--- src/rtl/dispatch_unit.sv ---
// dispatch_unit: decodes one RV32I instruction per accepted fetch handshake,
// resolves its two source operands (RF -> ROB -> CDB forwarding) and presents
// a one-cycle issue packet to the ROB, the reservation station and the
// load/store buffer.
// Ports:
//   clk_in, rst_in (sync, active-high), rdy_in (global enable)
//   inst_valid/inst/inst_addr/inst_ready : fetch handshake
//   rs1_id/rs2_id, rs*_val, rs*_has_dep, rs*_dep : register file lookup
//   rob_qry*_id/_fi/_value : ROB lookup for dependent operands
//   cdb_valid/cdb_rob_id/cdb_value : packed broadcast buses (bus k in slice k)
//   rob_full/rs_full/lsb_full/rob_clear/rob_tail_id : back-pressure, flush, tail
//   rob_*, rs_*, lsb_*, op_* : registered issue outputs
module dispatch_unit #(
  parameter int ROB_SIZE_BIT = 4,
  parameter int CDB_NUM      = 2
) (
  input  logic                            clk_in,
  input  logic                            rst_in,
  input  logic                            rdy_in,
  input  logic                            inst_valid,
  input  logic [31:0]                     inst,
  input  logic [31:0]                     inst_addr,
  output logic                            inst_ready,
  output logic [4:0]                      rs1_id,
  output logic [4:0]                      rs2_id,
  input  logic [31:0]                     rs1_val,
  input  logic [31:0]                     rs2_val,
  input  logic                            rs1_has_dep,
  input  logic                            rs2_has_dep,
  input  logic [ROB_SIZE_BIT-1:0]         rs1_dep,
  input  logic [ROB_SIZE_BIT-1:0]         rs2_dep,
  output logic [ROB_SIZE_BIT-1:0]         rob_qry1_id,
  output logic [ROB_SIZE_BIT-1:0]         rob_qry2_id,
  input  logic                            rob_qry1_fi,
  input  logic                            rob_qry2_fi,
  input  logic [31:0]                     rob_qry1_value,
  input  logic [31:0]                     rob_qry2_value,
  input  logic [CDB_NUM-1:0]              cdb_valid,
  input  logic [CDB_NUM*ROB_SIZE_BIT-1:0] cdb_rob_id,
  input  logic [CDB_NUM*32-1:0]           cdb_value,
  input  logic                            rob_full,
  input  logic                            rs_full,
  input  logic                            lsb_full,
  input  logic                            rob_clear,
  input  logic [ROB_SIZE_BIT-1:0]         rob_tail_id,
  output logic                            rob_input,
  output logic [2:0]                      rob_type,
  output logic [4:0]                      rob_reg_id,
  output logic [31:0]                     rob_value,
  output logic [31:0]                     rob_addr,
  output logic                            rob_fi,
  output logic                            rs_input,
  output logic [4:0]                      rs_type,
  output logic                            lsb_input,
  output logic [3:0]                      lsb_type,
  output logic [31:0]                     op_r1_val,
  output logic [31:0]                     op_r2_val,
  output logic [31:0]                     op_imm,
  output logic                            op_r1_has_dep,
  output logic                            op_r2_has_dep,
  output logic [ROB_SIZE_BIT-1:0]         op_r1_dep,
  output logic [ROB_SIZE_BIT-1:0]         op_r2_dep,
  output logic [ROB_SIZE_BIT-1:0]         op_rob_id
);

  localparam logic [6:0] OPC_LUI    = 7'b0110111;
  localparam logic [6:0] OPC_AUIPC  = 7'b0010111;
  localparam logic [6:0] OPC_JAL    = 7'b1101111;
  localparam logic [6:0] OPC_JALR   = 7'b1100111;
  localparam logic [6:0] OPC_BRANCH = 7'b1100011;
  localparam logic [6:0] OPC_LOAD   = 7'b0000011;
  localparam logic [6:0] OPC_STORE  = 7'b0100011;
  localparam logic [6:0] OPC_OPIMM  = 7'b0010011;
  localparam logic [6:0] OPC_OP     = 7'b0110011;

  logic [6:0] opc;
  logic [2:0] f3;
  logic       accept;

  assign opc         = inst[6:0];
  assign f3          = inst[14:12];
  assign inst_ready  = rdy_in & ~rst_in & ~rob_full & ~rs_full & ~lsb_full & ~rob_clear;
  assign accept      = inst_valid & inst_ready;
  assign rs1_id      = inst[19:15];
  assign rs2_id      = inst[24:20];
  assign rob_qry1_id = rs1_dep;
  assign rob_qry2_id = rs2_dep;

  // Immediate formats
  logic [31:0] imm_i, imm_s, imm_b, imm_j, imm_u;
  assign imm_i = {{20{inst[31]}}, inst[31:20]};
  assign imm_s = {{20{inst[31]}}, inst[31:25], inst[11:7]};
  assign imm_b = {{19{inst[31]}}, inst[31], inst[7], inst[30:25], inst[11:8], 1'b0};
  assign imm_j = {{11{inst[31]}}, inst[31], inst[19:12], inst[20], inst[30:21], 1'b0};
  assign imm_u = {inst[31:12], 12'b0};

  // Decode
  logic        d_known, d_rs, d_lsb, d_fi;
  logic [1:0]  d_use;
  logic [2:0]  d_rtype;
  logic [31:0] d_imm, d_fval;
  logic        d_b0;
  logic [4:0]  d_reg;

  always_comb begin
    d_known = 1'b0;
    d_rs    = 1'b0;
    d_lsb   = 1'b0;
    d_fi    = 1'b0;
    d_use   = 2'b00;
    d_rtype = 3'd0;
    d_imm   = '0;
    d_fval  = '0;
    case (opc)
      OPC_OP:     begin d_known = 1'b1; d_rs = 1'b1; d_use = 2'b11; end
      OPC_OPIMM:  begin d_known = 1'b1; d_rs = 1'b1; d_use = 2'b01; d_imm = imm_i; end
      OPC_LOAD:   begin d_known = 1'b1; d_lsb = 1'b1; d_use = 2'b01; d_rtype = 3'd4; d_imm = imm_i; end
      OPC_STORE:  begin d_known = 1'b1; d_lsb = 1'b1; d_use = 2'b11; d_rtype = 3'd1; d_imm = imm_s; end
      OPC_BRANCH: begin d_known = 1'b1; d_rs = 1'b1; d_use = 2'b11; d_rtype = 3'd2; d_imm = imm_b; end
      OPC_JALR:   begin d_known = 1'b1; d_rs = 1'b1; d_use = 2'b01; d_rtype = 3'd3; d_imm = imm_i; end
      OPC_JAL:    begin d_known = 1'b1; d_rtype = 3'd5; d_imm = imm_j; d_fi = 1'b1; d_fval = inst_addr + 32'd4; end
      OPC_LUI:    begin d_known = 1'b1; d_rtype = 3'd5; d_imm = imm_u; d_fi = 1'b1; d_fval = imm_u; end
      OPC_AUIPC:  begin d_known = 1'b1; d_rtype = 3'd5; d_imm = imm_u; d_fi = 1'b1; d_fval = inst_addr + imm_u; end
      default: ;
    endcase
    // inst[30] selects SUB/SRA for register ops and SRAI for shift-immediates
    d_b0  = ((opc == OPC_OP) || (opc == OPC_OPIMM && f3 == 3'b101)) ? inst[30] : 1'b0;
    d_reg = (d_rtype == 3'd1 || d_rtype == 3'd2) ? 5'd0 : inst[11:7];
  end

  // Operand resolution, operand 0 = rs1, operand 1 = rs2
  logic [1:0]                   o_hd, o_qfi, r_has;
  logic [1:0][ROB_SIZE_BIT-1:0] o_dep, r_dep;
  logic [1:0][31:0]             o_rfv, o_qv, r_val;

  assign o_hd  = {rs2_has_dep, rs1_has_dep};
  assign o_qfi = {rob_qry2_fi, rob_qry1_fi};
  assign o_dep = {rs2_dep, rs1_dep};
  assign o_rfv = {rs2_val, rs1_val};
  assign o_qv  = {rob_qry2_value, rob_qry1_value};

  always_comb begin
    for (int o = 0; o < 2; o++) begin
      r_val[o] = '0;
      r_has[o] = 1'b0;
      r_dep[o] = '0;
      if (d_use[o]) begin
        if (!o_hd[o]) r_val[o] = o_rfv[o];
        else if (o_qfi[o]) r_val[o] = o_qv[o];
        else begin
          r_has[o] = 1'b1;
          r_dep[o] = o_dep[o];
          // scan high to low so the lowest-index matching bus wins
          for (int k = CDB_NUM - 1; k >= 0; k--) begin
            if (cdb_valid[k] && cdb_rob_id[k*ROB_SIZE_BIT +: ROB_SIZE_BIT] == o_dep[o]) begin
              r_has[o] = 1'b0;
              r_dep[o] = '0;
              r_val[o] = cdb_value[k*32 +: 32];
            end
          end
        end
      end
    end
  end

  // Issue register: loads on accept, drops strobes on any other enabled cycle
  always_ff @(posedge clk_in) begin
    if (rst_in) begin
      rob_input     <= 1'b0;
      rs_input      <= 1'b0;
      lsb_input     <= 1'b0;
      rob_type      <= '0;
      rob_reg_id    <= '0;
      rob_value     <= '0;
      rob_addr      <= '0;
      rob_fi        <= 1'b0;
      rs_type       <= '0;
      lsb_type      <= '0;
      op_r1_val     <= '0;
      op_r2_val     <= '0;
      op_imm        <= '0;
      op_r1_has_dep <= 1'b0;
      op_r2_has_dep <= 1'b0;
      op_r1_dep     <= '0;
      op_r2_dep     <= '0;
      op_rob_id     <= '0;
    end else if (rdy_in) begin
      if (accept) begin
        rob_input     <= d_known;
        rs_input      <= d_rs;
        lsb_input     <= d_lsb;
        rob_type      <= d_rtype;
        rob_reg_id    <= d_reg;
        rob_value     <= d_fval;
        rob_addr      <= inst_addr;
        rob_fi        <= d_fi;
        rs_type       <= {opc == OPC_BRANCH, f3, d_b0};
        lsb_type      <= {opc == OPC_STORE, f3};
        op_r1_val     <= r_val[0];
        op_r2_val     <= r_val[1];
        op_imm        <= d_imm;
        op_r1_has_dep <= r_has[0];
        op_r2_has_dep <= r_has[1];
        op_r1_dep     <= r_dep[0];
        op_r2_dep     <= r_dep[1];
        op_rob_id     <= rob_tail_id;
      end else begin
        rob_input <= 1'b0;
        rs_input  <= 1'b0;
        lsb_input <= 1'b0;
      end
    end
  end

endmodule
--- config.mk ---
export PLATFORM = sky130hd
export DESIGN_NAME = dispatch_unit
export DESIGN_NICKNAME = d
export VERILOG_FILES = /design/src/rtl/dispatch_unit.sv
export SDC_FILE = /design/constraint.sdc
export NUM_CORES = 1
export LEC_CHECK = 0
export ABC_AREA = 0
export BUFFER_PORTS_ARGS = -buffer_cell sky130_fd_sc_hd__buf_4
export CAP_MARGIN = 20
export CORE_AREA = 2 2 194 196
export DETAILED_ROUTE_END_ITERATION = 7
export DIE_AREA = 0 0 196 198
export GPL_ROUTABILITY_DRIVEN = 1
export PLACE_DENSITY = 0.54
export SYNTH_ARGS = -nofsm -noshare
export SYNTH_HDL_FRONTEND = slang
export SYNTH_SLANG_ARGS = --single-unit
--- constraint.sdc ---
create_clock -name clk_in -period 3.5 [get_ports clk_in]
set_input_delay 0.7 -clock clk_in [delete_from_list [all_inputs] [get_ports clk_in]]
set_output_delay 0.7 -clock clk_in [all_outputs]
set_load 0.05 [all_outputs]
# [After elaboration in Yosys (flattened, before gate mapping)]
# Index checks and enable logic that the tools add are counted.
[totals] register_bits=195 input_bits=290 out_inout_bits=214 elab_cells=105
[classes] add_sub_neg=2 eq_ne=16 n_mux=43 n_bitwise=11 reduce_logical=15
[op_table] op="32-bit 2-to-1 mux" count=10
[op_table] op="32-bit one-hot mux with 5 select lines" count=1
[op_table] op="32-bit one-hot mux with 3 select lines" count=1
[op_table] op="4-bit 2-to-1 mux" count=10
[op_table] op="32-bit by 3-bit adder with 32-bit output (second input constant)" count=1
[op_table] op="32-bit adder" count=1
[op_table] op="7-bit by 6-bit == test with 1-bit output (second input constant)" count=3
[op_table] op="7-bit == test (second input constant)" count=3
[op_table] op="1-bit 2-to-1 mux" count=18
[op_table] op="4-bit == test" count=4
[op_table] op="3-bit one-hot mux with 5 select lines" count=1
[op_table] op="7-bit by 5-bit == test with 1-bit output (second input constant)" count=2
[op_table] op="3-bit OR reduction" count=3
[op_table] op="9-bit OR reduction" count=1
[op_table] op="7-bit by 2-bit == test with 1-bit output (second input constant)" count=1
[op_table] op="1-bit AND" count=6
[op_table] op="1-bit logical AND" count=5
[op_table] op="5-bit 2-to-1 mux" count=1
[op_table] op="1-bit inverter" count=5
[op_table] op="2-bit one-hot mux with 2 select lines" count=1
[op_table] op="2-bit OR reduction" count=2
[op_table] op="4-bit OR reduction" count=1
[op_table] op="3-bit by 1-bit == test with 1-bit output (second input constant)" count=1
[op_table] op="3-bit by 2-bit == test with 1-bit output (second input constant)" count=1
[op_table] op="other kinds (3)" count=4

# [Longest topological paths before layout]
# Gate-level depths: netlist of the first run.
[logic_depth] ltp_word=8 depth_mapped=11

# [Worst setup path before layout of the first run]
# Ideal clock, no wire load.
[synth_path] path_type="input -> register" startpoint="input port inst[12]" endpoint="register rob_value[26]" setup_ns=0.133 arrival_time_ns=2.893 setup_slack_ns=0.474 path_stages=9 n_path_buf=0 path_cell_list="ha_1 > fa_1 > a21o_1 > a221o_2 > a2111oi_4 > nor3_2 > or3_2 > nand2_1 > o21ai_0"
[synth_via] elab_chain_cells=2
[synth_lines] item="start, declared" line_no="21" text="input logic [31:0] inst,"
[synth_lines] item="32-bit adder" line_no="123" text="OPC_AUIPC: begin d_known = 1'b1; d_rtype = 3'd5; d_imm = imm_u; d_fi = 1'b1; d_fval = inst_addr + imm_u; end"
[synth_lines] item="32-bit one-hot mux with 3 select lines" line_no="114" text="case (opc)"
[synth_lines] item="end signal, assigned" line_no="194" text="rob_value <= d_fval;"
[synth_lines] item="end, declared" line_no="49" text="output logic [31:0] rob_value,"
# Every way passes these cells.
# A chain may end at the register's enable or synchronous reset.

# [Worst setup path after layout of the first run]
[layout_path] startpoint="input port inst[12]" endpoint="register rob_value[28]"
# The elaborated chain is that of the path after synthesis.

==> metrics.csv, run 1 <==
stage,metric,value,unit
drt,via count,11800,
global_routing,GRT overflow,0,
floorplanning,die width,196,um
logic_synthesis,Yosys top cell by area,dfxtp_1,
global_routing,grt met3 use,6.51,%
placement,Port Buf Inserts,503,
logic_synthesis,synth unique cells,66,
worst_setup_path,arrival time at the worst endpoint,3270,ps
logic_synthesis,synthesized area,0.0105,sq mm
drt,DR pass1 iterations,5,
global_routing,met2 usage,42.3,%
sta,RSZ-0062 raised after global routing,no,
logic_synthesis,syn avg cell area,7.96,sq um
cts,Clock Pin Slew Worst Setup and Hold Paths,80,ps
worst_setup_path,Startpoint Class,input pin,
drt,DR iter-0 viols,686,
cells_and_area,P&R area growth vs syn,45.2,%
global_routing,global-route wire length before repair,70500,um
pwr,Leak,0.00638,uW
worst_setup_path,kind of end point of the critical path,flip-flop,
logic_synthesis,number of flops mapped to enable cells by yosys,0,
sta,Worst-Margin Slew,782,ps
global_routing,vias in the first global route,11300,
global_routing,All-Layer GR Usage,24.0,%
sta,max frequency,342,MHz
worst_setup_path,worst setup path endpoint,rob_value[28]$_SDFFE_PP0P_,
pwr,VDD IR max,0.311,mV
drt,Routed Wire Length,48200,um
sta,fin. max-slew vios,0,
global_routing,Top Usage Layer GRT,met2,
worst_setup_path,CP Data Required Time,3850,ps
cts,cts bufs inserted,17,
sta,Setup TNS,0,ps
worst_setup_path,Worst Setup SP,inst[12],
floorplanning,number of top-level pins,504,
global_routing,pin count of the biggest net entering global routing,71,
floorplanning,Starting Density,28.4,%
cts,htree depth,4,
drt,ANT nets after route,0,
cells_and_area,Fillers,3861,
sta,Max-Slew Margin vs Limit,47.9,%
worst_setup_path,Worst Reg-to-Reg Cells,4,
status,outcome,"finished, final reports clean",
sta,Final Setup Violations,0,
worst_setup_path,FF-to-FF Start,rob_value[30]$_SDFFE_PP0P_,
logic_synthesis,Mapped Nets,1632,
logic_synthesis,Yosys warnings,0,
logic_synthesis,top cell type's share of synthesized area,36.6,%
logic_synthesis,Synth Register Bits,192,
cts,Post-CTS Setup Repair Bufs,0,
drt,Avg WL per Cell,21.5,um
job,MaxCap Viol Count,0,
logic_synthesis,"Seq/Total Area, Yosys",36.6,%
global_routing,global-route track usage on met1,27.9,%
hold_path,hold crit path type,reg -> reg,
logic_synthesis,fraction of registers with async set/reset,0,%
cells_and_area,Nets,2063,
cts,clock sink count,192,
sta,Final Skew,0,ps
cts,worst-skew pair later-pin latency,450,ps
logic_synthesis,Synth area leaders,"dfxtp_1, a22oi_1, a21oi_1",
cts,CTS Hold Bufs,0,
placement,hpwl dp,36800,um
floorplanning,Die H,198,um
floorplanning,Placeable Area,0.0370,sq mm
cells_and_area,share of cells above drive strength 1,35.3,%
cells_and_area,"most common cell after layout, fill and taps aside",buf_4,
placement,Final GP Congestion,0.881,
global_routing,initial antenna violation count,5,
sta,final worst hold slack,455,ps
sta,"Hold Violations, Final",0,
drt,DRC,0,
drt,DR vias/cell,5.25,
sta,post-layout min period,2930,ps
cts,Clock Tree Buf Depth,2,
cells_and_area,"commonest cells after routing, fill and taps aside","buf_4, dfxtp_1, a21oi_1",
cts,CTS tree,built,
worst_setup_path,worst-path fanout max,5,
cts,post-CTS sizing,0,
cts,Clock Tree Root,clkbuf_16,
sta,final period utilization,83.6,%
logic_synthesis,ys flop type,dfxtp_1,
worst_setup_path,RR Endpoint,rob_value[30]$_SDFFE_PP0P_,
floorplanning,row count,71,
worst_setup_path,Worst R2R Setup Slack,2580,ps
logic_synthesis,Cells after Synth,1321,
floorplanning,die area,0.0388,sq mm
pwr,pwr dens,336,mW/mm^2
worst_setup_path,critical path type,in -> reg,
-- registers in the layout, summed over array words and instances (netlist names) --
register,flops
op_imm,32
op_r1_val,32
op_r2_val,32
rob_addr,32
rob_value,32
rob_reg_id,5
rs_type,5
op_r1_dep,4
op_r2_dep,4
op_rob_id,4
rob_type,3
lsb_input,1
lsb_type,1
op_r1_has_dep,1
op_r2_has_dep,1
rob_fi,1
rob_input,1
rs_input,1
-- through the flow --
step	instance area [sq um]	total power [uW]	worst slack, ps	cells	util [%]
after detailed placement	14700	3150	93.3	2207	39.7
after floorplan	10500	2690	474	1321	-
after CTS	15300	5190	598	2239	41.3
after global routing	15300	5330	394	2244	41.3
after global placement	14700	3150	96.3	2207	39.7
final	15300	5120	573	2244	41.3
-- synth_stat cells (all sizes together), types with 11 or more instances --
cell type / n
dfxtp: 192
a21oi: 160
nor2: 155
nand2: 149
a22oi: 115
clkbuf: 85
o21ai: 55
buf: 39
o22ai: 34
nor3: 33
a22o: 32
mux2: 32
xnor2: 28
xor2: 23
ha: 20
nand3: 20
a221oi: 13
a21o: 12
nand4: 11
-- layer usage --
layer	share of wire, %	vias to the layer above
li1	-	5692
met1	40	5594
met2	50	431
met3	7.8	56
met4	2.4	0
met5	0	-
-- power breakdown --
group	total, uW	switching [uW]	internal, uW
clock network	2020	925	1090
registers	2190	2.50	2190
logic	915	495	420
total	5120	1420	3700
-- worst max-delay path, stage by stage --
cell and delay, ps:
buf_4 130, ha_1 240, fa_1 410, a21o_1 200, a221o_2 400, a2111oi_4 430, nor3_2 140, o41ai_4 320
xnor2_1 100, a21oi_1 160, nor2_1 50
-- cells by family (layout without fill, tap and decap cells) --
group                    Yosys count  count (layout)  synth area share, %
XOR/XNOR                          51              51                 4.25
buffers and inverters            133             577                 5.75
AND/OR/NAND/NOR                  414             414                 17.5
other                              0               5                    0
adder cells (fa/ha/maj)           21              21                 2.57
multiplexers                      34              34                 3.62
flip-flops                       192             192                 36.6
AO/OA/AOI/OAI                    476             476                 29.7
-- how the worst min path moves through the flow --
stage / end / cells after the start / slack (ps) / startpoint
after floorplan: rob_type[1]$_SDFFE_PP0P_ / 2 / 670 / rob_type[1]$_SDFFE_PP0P_
after global placement: op_imm[20]$_SDFFE_PP0P_ / 2 / 440 / op_imm[20]$_SDFFE_PP0P_
after detailed placement: rob_addr[20]$_SDFFE_PP0P_ / 2 / 450 / rob_addr[20]$_SDFFE_PP0P_
after CTS: rob_addr[20]$_SDFFE_PP0P_ / 2 / 460 / rob_addr[20]$_SDFFE_PP0P_
after global routing: rob_addr[15]$_SDFFE_PP0P_ / 2 / 480 / rob_addr[15]$_SDFFE_PP0P_
final: rob_addr[14]$_SDFFE_PP0P_ / 2 / 450 / rob_addr[14]$_SDFFE_PP0P_
-- layout make-up --
class | instances | area (sq um) | area share [%]
inverters | 9 | 33.8 | 0.221
multi-input cells | 996 | 6130 | 40.2
clock buffers | 20 | 457 | 2.99
clock inverters | 12 | 129 | 0.844
well taps | 474 | 593 | 3.88
flip-flops and latches | 192 | 3840 | 25.2
diodes | 5 | 12.5 | 0.0820
repair buffers | 536 | 4070 | 26.6
Power figures use the tool's default switching activity.
==> run 2, diff against run 1 <==
==> constraint.sdc (replaced) <==
create_clock -name clk_in -period 2.8 [get_ports clk_in]
set_input_delay 0.56 -clock clk_in [delete_from_list [all_inputs] [get_ports clk_in]]
set_output_delay 0.56 -clock clk_in [all_outputs]
set_load 0.05 [all_outputs]
==> metrics.csv, run 2 (same netlist as run 1, synthesis figures left out) <==
stage,metric,value,unit
cts,clock sink count,192,
placement,Inst Count DP,2242,
cells_and_area,P&R area growth vs syn,48.7,%
global_routing,grt met3 use,6.10,%
placement,Port Buf Inserts,503,
sta,final period utilization,94.4,%
cts,CTS Hold Bufs,0,
cells_and_area,Layout Cells excl Fill,2282,
cts,Clock Tree Root,clkbuf_16,
floorplanning,die width,196,um
worst_setup_path,critical path type,in -> reg,
sta,final worst hold slack,359,ps
cells_and_area,Reg area,0.00384,sq mm
worst_setup_path,worst-path fanout max,3,
cts,Clock Tree Buf Depth,2,
pwr,Leak,0.00656,uW
worst_setup_path,kind of end point of the critical path,flip-flop,
drt,DR iter-0 viols,652,
cells_and_area,utilization after layout,42.3,%
cells_and_area,footprint of the multi-input gates,0.00616,sq mm
pwr,VDD IR max,0.418,mV
floorplanning,die area,0.0388,sq mm
global_routing,global-route track usage on met1,28.1,%
cts,Clock Pin Slew Worst Setup and Hold Paths,70,ps
cts,htree depth,4,
cts,CTS tree,built,
drt,DR vias/cell,5.24,
sta,Final Skew,0,ps
worst_setup_path,arrival time at the worst endpoint,2980,ps
cells_and_area,Nets,2100,
status,outcome,"finished, final reports clean",
global_routing,met2 usage,42.9,%
cells_and_area,share of cells above drive strength 1,36.7,%
sta,Worst-Margin Slew,891,ps
floorplanning,row count,71,
global_routing,global-route wire length before repair,70200,um
floorplanning,Starting Density,28.4,%
floorplanning,number of top-level pins,504,
cts,cts bufs inserted,17,
cells_and_area,"most common cell after layout, fill and taps aside",buf_4,
global_routing,vias in the first global route,11400,
drt,ANT nets after route,0,
cells_and_area,post-route cell area,0.0156,sq mm
drt,Avg WL per Cell,21.2,um
drt,via count,12000,
sta,post-layout min period,2640,ps
cts,worst-skew pair later-pin latency,450,ps
sta,Max-Slew Margin vs Limit,40.6,%
cells_and_area,Fillers,3817,
floorplanning,Die H,198,um
sta,"Hold Violations, Final",0,
sta,max frequency,378,MHz
sta,Final Setup Violations,0,
sta,setup ws final,157,ps
placement,hpwl dp,37600,um
hold_path,hold crit path type,in -> reg,
worst_setup_path,CP Data Required Time,3140,ps
drt,DR pass1 iterations,5,
cells_and_area,"commonest cells after routing, fill and taps aside","buf_4, dfxtp_1, a21oi_1",
sta,fin. max-slew vios,0,
global_routing,GRT overflow,0,
drt,Routed Wire Length,48300,um
placement,Final GP Congestion,0.908,
drt,DRC,0,
floorplanning,Placeable Area,0.0370,sq mm
global_routing,pin count of the biggest net entering global routing,63,
placement,Setup WS pre-CTS,-418,ps
sta,RSZ-0062 raised after global routing,no,
placement,dpl cell area,0.0150,sq mm
global_routing,Top Usage Layer GRT,met2,
pwr,pwr dens,410,mW/mm^2
global_routing,All-Layer GR Usage,23.9,%
job,MaxCap Viol Count,0,
worst_setup_path,Startpoint Class,input pin,
global_routing,initial antenna violation count,7,
run 2: path summary, 6_finish.rpt:
kind	startpoint	endpoint	slack, ps	cells after the start
max	inst[12]	rob_value[28]$_SDFFE_PP0P_	160	11
min	rob_tail_id[2]	op_rob_id[2]$_SDFFE_PP0P_	360	3
max reg2reg	rob_value[30]$_SDFFE_PP0P_	rob_value[30]$_SDFFE_PP0P_	1880	4
min reg2reg	rob_addr[0]$_SDFFE_PP0P_	rob_addr[0]$_SDFFE_PP0P_	460	2
run 2: layout make-up:
class                      count  share of cell area, %
clock buffer                  18                   2.75
clock inverter                13                  0.888
sequential                   192                   24.6
multi-input combinational    996                   39.4
inverter                       9                  0.216
antenna                        7                  0.112
tap                          474                   3.79
timing repair buffer         573                   28.3
run 2: critical path, stage by stage:
cell	delay, ps
buf_4	130
ha_4	160
fa_2	370
a21o_1	230
a221o_2	440
a2111oi_4	420
nor3_2	150
o41ai_4	250
xnor2_1	100
a21oi_1	140
nor2_1	50
run 2: where the power goes:
part / internal (uW) / total [uW] / switching (uW)
clock network: 1320 / 2460 / 1150
registers: 2730 / 2740 / 3.14
logic: 570 / 1210 / 638
total: 4620 / 6410 / 1790
run 2: routing by layer:
metal / share of wire (%) / vias up
met4: 1.7 / 0
met5: 0 / -
met3: 7.5 / 36
met1: 40 / 5714
li1: - / 5764
met2: 51 / 444
run 2: through the flow:
stage | TNS [ps] | power, uW
4_1_cts | 0 | 6470
6_report | 0 | 6410
5_1_grt | 0 | 6670
3_3_place_gp | -1520 | 3990
2_1_floorplan | -13.7 | 3370
3_5_place_dp | -1780 | 4000
run 2: what timing repair did:
action,CTS,global route
endpoints found under the setup margin,0,2
setup buffers,0,2
gates resized for setup,0,1
